**config.mk**
```make
export PLATFORM = sky130hd
export DESIGN_NAME = rx_prbs_sampler
export DESIGN_NICKNAME = d
export VERILOG_FILES = /design/src/rtl/rx_prbs_sampler.sv
export SDC_FILE = /design/constraint.sdc
export NUM_CORES = 1
export LEC_CHECK = 0
export CORE_UTILIZATION = 57
export DETAILED_ROUTE_END_ITERATION = 8
export GPL_ROUTABILITY_DRIVEN = 0
export GPL_TIMING_DRIVEN = 0
export PLACE_DENSITY = 0.85
export SLEW_MARGIN = 30
export SYNTH_ARGS = -nofsm -noshare
export SYNTH_HDL_FRONTEND = slang
export SYNTH_SLANG_ARGS = --single-unit
```
**constraint.sdc**
```tcl
create_clock -name clock -period 7.8 [get_ports clock]
set_input_delay 0.78 -clock clock [delete_from_list [all_inputs] [get_ports clock]]
set_output_delay 0.78 -clock clock [all_outputs]
set_load 0.02 [all_outputs]
```
**src/rtl/rx_prbs_sampler.sv**
```systemverilog
// ============================================================================
// Module   : rx_prbs_sampler
// Purpose  : Receive-side decimating slicer and self-synchronising PRBS9
//            checker. Keeps one sample out of every OS at a selectable phase,
//            slices it on its sign bit, then locks a PRBS9 (x^9+x^5+1)
//            checker onto the bit stream and accumulates bit and error
//            counts for BER measurement.
// Ports    : clock        - system clock
//            i_reset      - asynchronous active-low reset
//            i_enable     - sample valid / clock enable (0 freezes state)
//            i_clear      - synchronous counter clear (RX_BER_CLEAR_EN only)
//            i_data       - signed filtered sample, one per enabled cycle
//            i_phase      - decimation phase to keep
//            o_bit        - sliced bit (negative sample -> 1)
//            o_bit_valid  - one-cycle strobe qualifying o_bit
//            o_locked     - checker is in the CHECK state
//            o_bit_count  - bits checked while locked (saturating)
//            o_err_count  - bit errors while locked (saturating)
// Options  : RX_BER_CLEAR_EN - when defined, adds the i_clear port.
// Revision : 1.0 - initial release
// ============================================================================
`default_nettype none

module rx_prbs_sampler #(
  parameter int NB_INPUT = 8,
  parameter int OS       = 4,
  parameter int NB_CNT   = 32,
  parameter int WIN_LEN  = 64,
  parameter int LOSS_THR = 8
) (
  input  logic                      clock,
  input  logic                      i_reset,
  input  logic                      i_enable,
`ifdef RX_BER_CLEAR_EN
  input  logic                      i_clear,
`endif
  input  logic signed [NB_INPUT-1:0] i_data,
  input  logic [$clog2(OS)-1:0]     i_phase,
  output logic                      o_bit,
  output logic                      o_bit_valid,
  output logic                      o_locked,
  output logic [NB_CNT-1:0]         o_bit_count,
  output logic [NB_CNT-1:0]         o_err_count
);

  // --------------------------------------------------------------------------
  // Local constants
  // --------------------------------------------------------------------------
  localparam int c_PH_W  = $clog2(OS);
  localparam int c_WBC_W = (WIN_LEN > 1) ? $clog2(WIN_LEN) : 1;
  localparam int c_WEC_W = $clog2(LOSS_THR + 1);

  localparam logic [c_WBC_W-1:0] c_WBC_LAST = c_WBC_W'(WIN_LEN - 1);
  localparam logic [c_WEC_W-1:0] c_WEC_LOSS = c_WEC_W'(LOSS_THR);
  localparam logic [3:0]         c_FILL_LAST = 4'd8;

  // --------------------------------------------------------------------------
  // Decimator / slicer
  // --------------------------------------------------------------------------
  logic [c_PH_W-1:0] ph_q;
  logic              bit_q;
  logic              bit_valid_q;
  logic              w_strobe;
  logic              w_unused_lsbs;

  // Only the sign bit matters to a hard slicer.
  assign w_unused_lsbs = ^i_data[NB_INPUT-2:0];

  // Phase is compared against the live i_phase, so a phase change simply
  // lands on the next matching count without disturbing the counter.
  assign w_strobe = i_enable && (ph_q == i_phase);

  always_ff @(posedge clock or negedge i_reset) begin
    if (!i_reset) begin
      ph_q        <= '0;
      bit_q       <= 1'b0;
      bit_valid_q <= 1'b0;
    end else begin
      bit_valid_q <= w_strobe;
      if (i_enable) begin
        // OS is a power of two, so natural wrap gives mod-OS counting.
        ph_q <= ph_q + 1'b1;
      end
      if (w_strobe) begin
        bit_q <= i_data[NB_INPUT-1];
      end
    end
  end

  // --------------------------------------------------------------------------
  // PRBS9 checker
  // --------------------------------------------------------------------------
  typedef enum logic [0:0] {
    S_FILL  = 1'b0,
    S_CHECK = 1'b1
  } state_t;

  state_t              state_q;
  logic [8:0]          lfsr_q;
  logic [3:0]          fill_cnt_q;
  logic [c_WBC_W-1:0]  wbc_q;
  logic [c_WEC_W-1:0]  wec_q;
  logic [NB_CNT-1:0]   bit_cnt_q;
  logic [NB_CNT-1:0]   err_cnt_q;
  logic                locked_q;

  logic                w_consume;
  logic                w_pred;
  logic                w_err;
  logic [c_WEC_W-1:0]  w_wec_d;
  logic [NB_CNT-1:0]   w_bit_cnt_d;
  logic [NB_CNT-1:0]   w_err_cnt_d;

  // A held-off cycle freezes the checker even if a bit is pending.
  assign w_consume = bit_valid_q && i_enable;

  // Next bit predicted by the recurrence b[n] = b[n-9] ^ b[n-5].
  assign w_pred = lfsr_q[8] ^ lfsr_q[4];
  assign w_err  = bit_q ^ w_pred;

  assign w_wec_d = wec_q + {{(c_WEC_W-1){1'b0}}, w_err};

  // Saturating global counters.
  assign w_bit_cnt_d = (&bit_cnt_q) ? bit_cnt_q : bit_cnt_q + 1'b1;
  assign w_err_cnt_d = ((&err_cnt_q) || !w_err) ? err_cnt_q : err_cnt_q + 1'b1;

  always_ff @(posedge clock or negedge i_reset) begin
    if (!i_reset) begin
      state_q    <= S_FILL;
      lfsr_q     <= '0;
      fill_cnt_q <= '0;
      wbc_q      <= '0;
      wec_q      <= '0;
      bit_cnt_q  <= '0;
      err_cnt_q  <= '0;
      locked_q   <= 1'b0;
    end else begin
      if (w_consume) begin
        case (state_q)
          S_FILL: begin
            // Load received bits directly until the register holds a full
            // history, then switch to free-running prediction.
            lfsr_q <= {lfsr_q[7:0], bit_q};
            if (fill_cnt_q == c_FILL_LAST) begin
              state_q    <= S_CHECK;
              locked_q   <= 1'b1;
              fill_cnt_q <= '0;
              wbc_q      <= '0;
              wec_q      <= '0;
            end else begin
              fill_cnt_q <= fill_cnt_q + 4'd1;
            end
          end
          S_CHECK: begin
            // Free-running on the prediction so one flipped input bit costs
            // exactly one error rather than three.
            lfsr_q    <= {lfsr_q[7:0], w_pred};
            bit_cnt_q <= w_bit_cnt_d;
            err_cnt_q <= w_err_cnt_d;
            if (w_wec_d == c_WEC_LOSS) begin
              // Too many errors in this window: drop lock and refill.
              state_q    <= S_FILL;
              locked_q   <= 1'b0;
              fill_cnt_q <= '0;
              wbc_q      <= '0;
              wec_q      <= '0;
            end else if (wbc_q == c_WBC_LAST) begin
              // Window closed below threshold: start a fresh window.
              wbc_q <= '0;
              wec_q <= '0;
            end else begin
              wbc_q <= wbc_q + 1'b1;
              wec_q <= w_wec_d;
            end
          end
          default: begin
            state_q  <= S_FILL;
            locked_q <= 1'b0;
          end
        endcase
      end
`ifdef RX_BER_CLEAR_EN
      // Clear wins over any increment in the same cycle and ignores
      // i_enable; lock state and LFSR are left alone.
      if (i_clear) begin
        bit_cnt_q <= '0;
        err_cnt_q <= '0;
        wbc_q     <= '0;
        wec_q     <= '0;
      end
`endif
    end
  end

  // --------------------------------------------------------------------------
  // Outputs
  // --------------------------------------------------------------------------
  assign o_bit       = bit_q;
  assign o_bit_valid = bit_valid_q;
  assign o_locked    = locked_q;
  assign o_bit_count = bit_cnt_q;
  assign o_err_count = err_cnt_q;

endmodule

`default_nettype wire

```
# Yosys cells after proc, flatten, opt, wreduce, memory -nomap -nowiden
# Cells that the tools add are included.
# totals
regBits	93
latchBits	0
mem_bits_rw	0
rom_bits	0
in_bits	13
memories	0
# classes
addsub	6
mul	0
div_mod_pow	0
magnitude_cmp	0
n_eq_ne	6
n_shift	0
mux	18
bitwise_logic	5
n_reduce_logical	11
# op_table
cell	n
adder 32 x 1 -> 32 bit, second input constant	2
AND reduction 32 bit	2
2-to-1 mux 4 bit	5
2-to-1 mux 6 bit	3
one-hot mux 9 bit (2 select lines)	1
one-hot mux 4 bit (2 select lines)	2
one-hot mux 6 bit (2 select lines)	1
AND reduction 3 bit	3
== test 4 bit, second input constant	2
adder 6 x 1 -> 6 bit, second input constant	1
== test 6 bit, second input constant	1
adder 4 x 1 -> 4 bit	1
adder 4 x 1 -> 4 bit, second input constant	1
2-to-1 mux 1 bit	4
one-hot mux 1 bit (2 select lines)	2
AND reduction 2 bit	2
inverter 1 bit	3
adder 2 x 1 -> 2 bit, second input constant	1
== test 2 bit	1
logical AND 1 bit	2
inequality test 2 x 1 -> 1 bit, second input constant	1
inequality test 2 bit, second input constant	1
bitwise XOR 1 bit	2
zero test 1 bit	1
logical OR 1 bit	1

# Logic depth before layout (Yosys ltp)
# Gate-level depths: netlist of the first run.
# depth
depth_word	6
mapped_depth	9
depth_no_buf	9

# Least setup slack after synthesis of the first run
# No wires, ideal clock.
# synth_path
path_type	register -> register
startpoint	register lfsr_q[4]
endpoint	register fill_cnt_q[0]
setup_ns	0.121
t_arrival_ns	2.483
t_required_ns	7.679
setup_slack_ns	5.196
stages_incl_launch_ff	9
synth_period_minus_slack_ns	2.604
cell_sequence	dfrtp_1 xnor3_1 inv_1 ha_1 ha_1 or4_1 o21ai_1 nand2_1 a22o_1
# synth_between
elab_chain_len	6
# synth_rtl
item	line_no	text
start, declared	99	logic [8:0] lfsr_q;
start signal, assigned	143	lfsr_q <= {lfsr_q[7:0], bit_q};
start signal, assigned	157	lfsr_q <= {lfsr_q[7:0], w_pred};
bitwise XOR 1 bit	118	assign w_pred = lfsr_q[8] ^ lfsr_q[4];
bitwise XOR 1 bit	119	assign w_err = bit_q ^ w_pred;
adder 4 x 1 -> 4 bit	121	assign w_wec_d = wec_q + {{(c_WEC_W-1){1'b0}}, w_err};
== test 4 bit	160	if (w_wec_d == c_WEC_LOSS) begin
inequality test 2 x 1 -> 1 bit (no line)	--	
AND reduction 2 bit (no line)	--	
end signal, assigned	151	fill_cnt_q <= fill_cnt_q + 4'd1;
end, declared	100	logic [3:0] fill_cnt_q;
# No other way between the ends.
# A chain may end at the register's enable or synchronous reset.

# Final worst setup path of the first run
# Ends and elaborated chain as after synthesis.

==> flow_metrics.tcl, run 1 <==
set metrics [dict create \
    antenna_found_initial 0 \
    p_leak_nw 2.462 \
    cts.sinks 93 \
    cts_buffer_depth 2 \
    insertion_delay_ns 0.37 \
    critPathSlowestCell "or4_1" \
    skew_ns 0.01221 \
    ys_seq_area_share_pct 51.24 \
    fin_ws_ns 4.838 \
    start_kind "flip-flop" \
    mostFrequentLayoutCells "93 x dfrtp_1, 71 x clkdlybuf4s50_1, 48 x xnor2_1" \
    ys_types 42 \
    peakVddDrop_mv 0.09509 \
    synth-seq-cells 93 \
    drt-total-wl_mm 9.933 \
    cp_slowest_stage_delay_ns 0.55 \
    avgViaCountPerCell 5.839 \
    cts_tree "built" \
    r2r_end "fill_cnt_q[0]$_DFFE_PN0P_" \
    core_area_sq_mm 0.007727 \
    io_pins 80 \
    post_synth.cell_area_avg_sq_um 10.84 \
    fin_crit_ns 2.962 \
    cts_hold_buf 0 \
    reg2reg_from "lfsr_q[4]$_DFFE_PN0P_" \
    vias 3562 \
    path_clk_slew_ns 0.08 \
    worst-r2r-setup-slack_ns 4.84 \
    yosysWarnings 0 \
    h-tree-depth 3 \
    pre_cts_ws_ns 4.855 \
    path_cells "xnor3_1 > inv_1 > ha_1 > ha_1 > or4_1 > o21ai_1 > nand2_1 > a22o_1" \
    syn-num-nets 439 \
    clockRootBuffer "clkbuf_8" \
    die_w_um 91.27 \
    setup_tns_ns 0 \
    final.fill_count 544 \
    tightest_slew_ns 0.5932 \
    syn_area_sq_mm 0.004542 \
    relSlewSlack_pct 60.46 \
    arrival_ns 3.21 \
    grt_overflow 0 \
    rows 32 \
    grt_max_degree 61 \
    crit_path_max_fanout 6 \
    reg2regPathDepth 8 \
    cap_violations 0 \
    synthCells 419 \
    die_area_sq_mm 0.008329 \
    io_buffers 72 \
    initial_utilization_pct 58.78 \
    dieHeight_um 91.27 \
    hold_viol 0 \
    drt_iter0_drc 183 \
    power_density_mw_per_mm2 181.3 \
    numCtsBuffers 9 \
    grt_first_pass_wirelength_mm 16.67 \
    fmax_mhz 337.6 \
    finalSetupViolCount 0 \
    drive_gt1_share_pct 8.661 \
    post_cts_resized 0 \
    outcome "complete, no violations" \
    hold_path.class "in2async" \
    drc 0 \
    grt_use_total_pct 25.47 \
    firstDrtPassIters 5 \
    finalCritPeriodShare_pct 37.97 \
    syn_to_final_growth_pct 23.58 \
    cp.required_ns 8.05 \
    crit_top_cell "ha_1" \
    maxSlewViolCount 0 \
    ant_nets 0 \
    cts_setup_buffers 0 \
    hpwlAfterDp_mm 6.946 \
    final_common_cell "dfrtp_1" \
    nNetsFinal 523 \
    grt_pass1_vias 3418 \
    critPathKind "reg2reg" \
    rsz0062_at_grt "no" \
    n_antenna_cell 0 \
    routedWlPerCell_um 16.28 \
    end_kind "flip-flop" \
]
layer usage:
metal	up-vias	global-route usage (%)	part of all wire, %
li1	1660	-	-
met1	1747	34.51	44
met2	136	40.15	48
met3	19	5.360	5.8
met4	0	10.32	1.7
met5	-	0	0
kinds of logic (layout without fill, tap and decap cells):
kind of cell    Yosys count  count (layout)  synth area share [%]
fa+ha+maj                 7               7                 1.928
flops                    93              93                 51.24
mux                      11              11                 2.727
buf+inv                  23             112                 2.066
xor+xnor                 72              72                 14.19
compound gates           28              28                 4.325
simple gates            185             185                 23.53
critical path: cells and delay by family (launching register included):
family	cells	cell delay, ns
XOR/XNOR	1	0.48
adder cells (fa/ha/maj)	2	0.50
AO/OA/AOI/OAI	2	0.64
AND/OR/NAND/NOR	2	0.74
flip-flops	1	0.42
buffers and inverters	1	0.06
power breakdown:
group / internal, W / switching [W]
Combinational: 0.0000716 / 0.0000985
Clock: 0.000137 / 0.000173
Sequential: 0.000512 / 0.0000258
Total: 0.000720 / 0.000297
cells in the mapped netlist, drive strengths merged:
cell     count  area [sq um]
nand3       30         160.2
a31oi        2         12.51
dfrtp       93          2327
xnor2       48         420.4
nor2        27         101.4
a21oi        4         20.02
o22ai        1         6.260
or2          1         6.260
nand4b       2         17.52
buf          6         30.03
xnor3        1         22.52
mux2        11         123.9
a21boi       1         7.510
a21o         1         7.510
nand4       39         256.5
o31ai        1         7.510
o21ai        6         30.02
a22o         7         61.31
or4          2         18.77
nor3        18         90.09
xor2        23         201.4
inv         13         48.80
nor2b        4         25.02
and4         5         43.79
nand2       29         108.9
o2bb2ai      1         8.760
o21a         2         15.01
a21bo        1         10.01
clkbuf       4         15.01
and2         7         43.79
nand3b       1         7.510
a32o         1         10.01
ha           7         87.58
and3        10         62.56
nor4        10         126.4
area by class of cell:
type	count	area, sq um	share of cell area [%]
Buffer	10	45.04	0.8025
Clock buffer	11	151.4	2.697
Clock inverter	5	42.54	0.7579
Inverter	13	48.80	0.8694
Multi-Input combinational cell	303	2121	37.78
Sequential cell	93	2327	41.46
Tap cell	102	127.6	2.274
Timing Repair Buffer	73	749.5	13.35
stage by stage:
step                      utilization (%)  hold slack (ns)  instances  area, sq um  power [W]
after floorplan                         -           0.4444        419         4542  0.0006559
after global placement              69.75           0.4631        593         5390  0.0007069
after detailed placement            70.13           0.4842        594         5419  0.0007179
after CTS                           72.64           0.2925        610         5613   0.001026
after global routing                72.64           0.2990        610         5613   0.001067
final                               72.64           0.2950        610         5613   0.001018
worst max-delay path by stage:
| stage | startpoint | slack (ns) | to |
|---|---|---|---|
| finish | lfsr_q[4]$_DFFE_PN0P_ | 4.84 | fill_cnt_q[0]$_DFFE_PN0P_ |
| global route | lfsr_q[4]$_DFFE_PN0P_ | 4.63 | fill_cnt_q[0]$_DFFE_PN0P_ |
| CTS | lfsr_q[4]$_DFFE_PN0P_ | 4.84 | fill_cnt_q[0]$_DFFE_PN0P_ |
| detailed placement | lfsr_q[4]$_DFFE_PN0P_ | 4.86 | fill_cnt_q[0]$_DFFE_PN0P_ |
| global placement | i_reset | 2.65 | o_bit_count[10]$_DFFE_PN0P_ |
| floorplan | lfsr_q[4]$_DFFE_PN0P_ | 5.20 | fill_cnt_q[0]$_DFFE_PN0P_ |
state kept, by name (all words and copies together), names as in the netlist, 2 cells and up:
register	count
wbc_q	6
o_err_count	32
fill_cnt_q	4
o_bit_count	32
wec_q	4
ph_q	2
lfsr_q	9
(Power assumes the default switching activity.)
==> run 2, diff against run 1 <==
Settings changed: CORE_UTILIZATION 57 to 53, PLACE_DENSITY 0.85 to 0.8.
Clock period 7.8 ns to 3.1 ns, I/O delays scaled along.
==> flow_metrics.tcl, run 2 (same netlist as run 1, synthesis figures left out) <==
set metrics [dict create \
    firstDrtPassIters 4 \
    cp_slowest_stage_delay_ns 0.51 \
    maxSlewViolCount 0 \
    peakVddDrop_mv 0.2419 \
    reg2reg_from "lfsr_q[4]$_DFFE_PN0P_" \
    grt_first_pass_wirelength_mm 16.41 \
    initial_utilization_pct 55.00 \
    path_clk_slew_ns 0.09 \
    grt_pass1_vias 3413 \
    fmax_mhz 339.7 \
    critPathKind "reg2reg" \
    relSlewSlack_pct 61.16 \
    final_common_cell "dfrtp_1" \
    cp-endpoint "fill_cnt_q[0]$_DFFE_PN0P_" \
    final.fill_count 673 \
    vias 3486 \
    cp.required_ns 3.34 \
    core_area_sq_mm 0.008258 \
    insertion_delay_ns 0.36 \
    io_pins 80 \
    clockRootBuffer "clkbuf_8" \
    tightest_slew_ns 0.5827 \
    switching_share_pct 28.38 \
    syn_to_final_growth_pct 24.33 \
    p_sw_w 0.0007493 \
    rsz0062_at_grt "no" \
    rows 33 \
    n_antenna_cell 0 \
    crit_path_max_fanout 6 \
    nNetsFinal 524 \
    h-tree-depth 3 \
    io_buffers 72 \
    p_total_w 0.002641 \
    arrival_ns 3.19 \
    dieHeight_um 94.57 \
    drive_gt1_share_pct 8.644 \
    grt_max_degree 52 \
    numCtsBuffers 9 \
    power.internal_w 0.001891 \
    drt_iter0_drc 166 \
    avgViaCountPerCell 5.678 \
    start_kind "flip-flop" \
    skew_ns 0.01107 \
    end_kind "flip-flop" \
    mostFrequentLayoutCells "93 x dfrtp_1, 71 x clkdlybuf4s50_1, 48 x xnor2_1" \
    fin_crit_ns 2.944 \
    clkPwrFrac_pct 32.2 \
    hpwlAfterDp_mm 7.058 \
    p_leak_nw 2.473 \
    path_cells "xnor3_1 > inv_1 > ha_1 > ha_1 > nor2b_1 > or4_1 > o21ai_2 > nand2_1 > a22o_1" \
    grt_use_total_pct 23.71 \
    reg2regPathDepth 9 \
    hold_path.class "in2async" \
    grt_overflow 0 \
    routedWlPerCell_um 16.04 \
    die_w_um 94.57 \
    r2r_end "fill_cnt_q[0]$_DFFE_PN0P_" \
    cap_violations 0 \
    outcome "complete, no violations" \
    cts_buffer_depth 2 \
    worst-r2r-setup-slack_ns 0.16 \
    cts.sinks 93 \
    hold_viol 0 \
    cts_tree "built" \
    finalCritPeriodShare_pct 94.95 \
    crit_top_cell "ha_1" \
    pwr-share-seq_pct 51.3 \
    p_comb_share_pct 16.5 \
    critPathSlowestCell "or4_1" \
    pre_cts_ws_ns 0.09150 \
    finalSetupViolCount 0 \
    antenna_found_initial 0 \
    drc 0 \
    fin_ws_ns 0.1564 \
    setup_tns_ns 0 \
    ant_nets 0 \
    die_area_sq_mm 0.008943 \
    drt-total-wl_mm 9.850 \
    cp-startpoint "lfsr_q[4]$_DFFE_PN0P_" \
    power_density_mw_per_mm2 467.6 \
]
run 2: cell types whose count changed in the layout (fill, tap and decap cells not counted):
| cell | before | now |
|---|---|---|
| bufinv_16 | 0 | 1 |
| clkbuf_1 | 4 | 5 |
| clkinv_4 | 2 | 1 |
| dlygate4sd3_1 | 0 | 1 |
| inv_6 | 2 | 1 |
| o21ai_1 | 1 | 0 |
| o21ai_2 | 0 | 1 |
run 2: worst min-delay path by stage:
stage	endpoint	slack (ns)	cells past startpoint	startpoint
3_5_place_dp	lfsr_q[4]$_DFFE_PN0P_	0.26	1	i_reset
5_1_grt	lfsr_q[4]$_DFFE_PN0P_	0.47	2	i_reset
6_report	lfsr_q[4]$_DFFE_PN0P_	0.43	2	i_reset
2_1_floorplan	fill_cnt_q[0]$_DFFE_PN0P_	0.01	0	i_reset
4_1_cts	lfsr_q[4]$_DFFE_PN0P_	0.45	2	i_reset
3_3_place_gp	lfsr_q[0]$_DFFE_PN0P_	0.46	2	lfsr_q[0]$_DFFE_PN0P_
run 2: final cells by class:
type,count,area [sq um],area share [%]
timing repair buffer,74,759.5,13.45
tap,105,131.4,2.327
multi-input combinational,303,2125,37.62
clock buffer,12,155.1,2.748
sequential,93,2327,41.21
buffer,10,45.04,0.7977
clock inverter,4,55.05,0.9750
inverter,13,48.80,0.8642
run 2: timing repair:
action | CTS | global route
endpoints found under the setup margin | 0 | 4
hold buffers | 1 | 0
endpoints found under the hold margin | 42 | 0
buffers inserted | 0 | 0
resized for setup | 0 | 1
run 2: critical path: cells and delay by family, from the launching register on:
kind / cells / cell delay (ns)
simple gates: 3 / 0.85
compound gates: 2 / 0.57
xor+xnor: 1 / 0.49
flops: 1 / 0.44
fa+ha+maj: 2 / 0.42
buf+inv: 1 / 0.07
run 2: through the flow:
step	area, sq um	std cells	hold slack, ns	utilization [%]
5_1_grt	5647	614	0.4697	68.38
2_1_floorplan	4542	419	0.01441	-
6_report	5647	614	0.4311	68.38
4_1_cts	5643	614	0.4490	68.33
3_3_place_gp	5394	596	0.4619	65.32
3_5_place_dp	5423	597	0.2553	65.67
run 2: routing by layer:
metal	GRT usage (%)	routed length [um]	vias up	share of wire [%]
li1	-	-	1661	-
met1	32.95	4541	1725	46
met2	38.10	4765	88	48
met3	3.704	422	12	4.3
met4	7.955	121	0	1.2
met5	0	0	-	0
run 2: power by group through the flow:
stage,logic (W),clock network [W],registers [W]
2_1_floorplan,0.000272,0,0.00138
3_3_place_gp,0.000408,0,0.00137
3_5_place_dp,0.000428,0,0.00138
4_1_cts,0.000433,0.000864,0.00136
5_1_grt,0.000482,0.000913,0.00137
6_report,0.000435,0.000850,0.00136
==> run 3, diff against run 2 <==
Settings changed: CTS_CLUSTER_SIZE set to 25, MAX_ROUTING_LAYER set to met4.
==> flow_metrics.tcl, run 3 (same netlist as run 1, synthesis figures left out) <==
set metrics [dict create \
    power_density_mw_per_mm2 468.2 \
    finalSetupViolCount 0 \
    grt_pass1_vias 3411 \
    firstDrtPassIters 4 \
    cp.required_ns 3.34 \
    nNetsFinal 524 \
    cts_setup_buffers 0 \
    crit_path_max_fanout 6 \
    numCtsBuffers 9 \
    finish.utilization_pct 68.38 \
    fin_crit_ns 2.960 \
    initial_utilization_pct 55.00 \
    peakVddDrop_mv 0.2437 \
    core_area_sq_mm 0.008258 \
    critPathKind "reg2reg" \
    die_w_um 94.57 \
    outcome "complete, no violations" \
    finalCritPeriodShare_pct 95.47 \
    hold_viol 0 \
    hpwlAfterDp_mm 7.058 \
    insertion_delay_ns 0.36 \
    drc 0 \
    skew_ns 0.01031 \
    dp.cells 597 \
    stdcell_count 614 \
    final_common_cell "dfrtp_1" \
    tightest_slew_ns 0.5804 \
    cap_violations 0 \
    path_clk_slew_ns 0.08 \
    rows 33 \
    ant_nets 0 \
    routedWlPerCell_um 16.08 \
    h-tree-depth 3 \
    drt-total-wl_mm 9.876 \
    dpl_cell_area_sq_mm 0.005423 \
    clockRootBuffer "clkbuf_8" \
    n_antenna_cell 0 \
    io_buffers 72 \
    end_kind "flip-flop" \
    dieHeight_um 94.57 \
    cts.sinks 93 \
    setup_tns_ns 0 \
    hold_path.class "in2async" \
    die_area_sq_mm 0.008943 \
    maxSlewViolCount 0 \
    grt_first_pass_wirelength_mm 16.44 \
    grt_overflow 0 \
    grt_use_total_pct 24.44 \
    antenna_found_initial 0 \
    syn_to_final_growth_pct 24.33 \
    post-route-cell-area_sq_mm 0.005647 \
    cts_buffer_depth 2 \
    mostFrequentLayoutCells "93 x dfrtp_1, 71 x clkdlybuf4s50_1, 48 x xnor2_1" \
    fmax_mhz 337.9 \
    pre_cts_ws_ns 0.09150 \
    vias 3489 \
    relSlewSlack_pct 61.31 \
    cts_tree "built" \
    fin_ws_ns 0.1403 \
    drt_iter0_drc 152 \
    rsz0062_at_grt "no" \
    p_leak_nw 2.473 \
    arrival_ns 3.20 \
    avgViaCountPerCell 5.682 \
    grt_max_degree 52 \
    io_pins 80 \
    drive_gt1_share_pct 8.644 \
    start_kind "flip-flop" \
]
## run 3: what timing repair did
item	in CTS	in global routing
resized for setup	0	1
endpoints found under the hold margin	42	0
hold buffers	1	0
endpoints found under the setup margin	0	4
## run 3: cell type report
cell class	count	area (sq um)
fill	673	2611
clock buffer	12	155.1
timing repair buffer	74	759.5
multi-input combinational	303	2125
clock inverter	4	55.05
sequential	93	2327
buffer	10	45.04
inverter	13	48.80
tap	105	131.4
## run 3: power breakdown
group	internal, W	leakage [nW]	switching, W
Combinational	0.000181	1.11	0.000255
Sequential	0.00129	1.26	0.0000675
Clock	0.000422	0.103	0.000430
## run 3: per-stage QoR
| step | hold WS, ns | power (W) |
|---|---|---|
| after floorplan | 0.01441 | 0.001650 |
| after global placement | 0.4619 | 0.001782 |
| after detailed placement | 0.2553 | 0.001809 |
| after CTS | 0.4490 | 0.002654 |
| after global routing | 0.4693 | 0.002759 |
| final | 0.4342 | 0.002644 |
## run 3: routing by layer
layer  vias up  wire length (um)  GRT usage (%)
li1       1661                 -              -
met1      1744              4593          33.00
met2        71              4794          38.22
met3        13               359          3.784
met4         0               128          7.576
met5         -                 0              -
## run 3: final timing paths
path | endpoint | slack (ns) | cells after the start | start
max | fill_cnt_q[0]$_DFFE_PN0P_ | 0.14 | 9 | lfsr_q[4]$_DFFE_PN0P_
min reg2reg | ph_q[1]$_DFFE_PN0P_ | 0.49 | 1 | ph_q[1]$_DFFE_PN0P_
max in group asynchronous | ph_q[1]$_DFFE_PN0P_ | 2.07 | 3 | i_reset
max reg2reg | fill_cnt_q[0]$_DFFE_PN0P_ | 0.14 | 9 | lfsr_q[4]$_DFFE_PN0P_
min in group clock | ph_q[1]$_DFFE_PN0P_ | 0.49 | 1 | ph_q[1]$_DFFE_PN0P_
min | lfsr_q[4]$_DFFE_PN0P_ | 0.43 | 2 | i_reset
## run 3: critical path: stages (launching register included)
cell,delay [ns]
dfrtp_1,0.44
xnor3_1,0.50
inv_1,0.07
ha_1,0.20
ha_1,0.22
nor2b_1,0.16
or4_1,0.51
o21ai_2,0.28
nand2_1,0.19
a22o_1,0.30
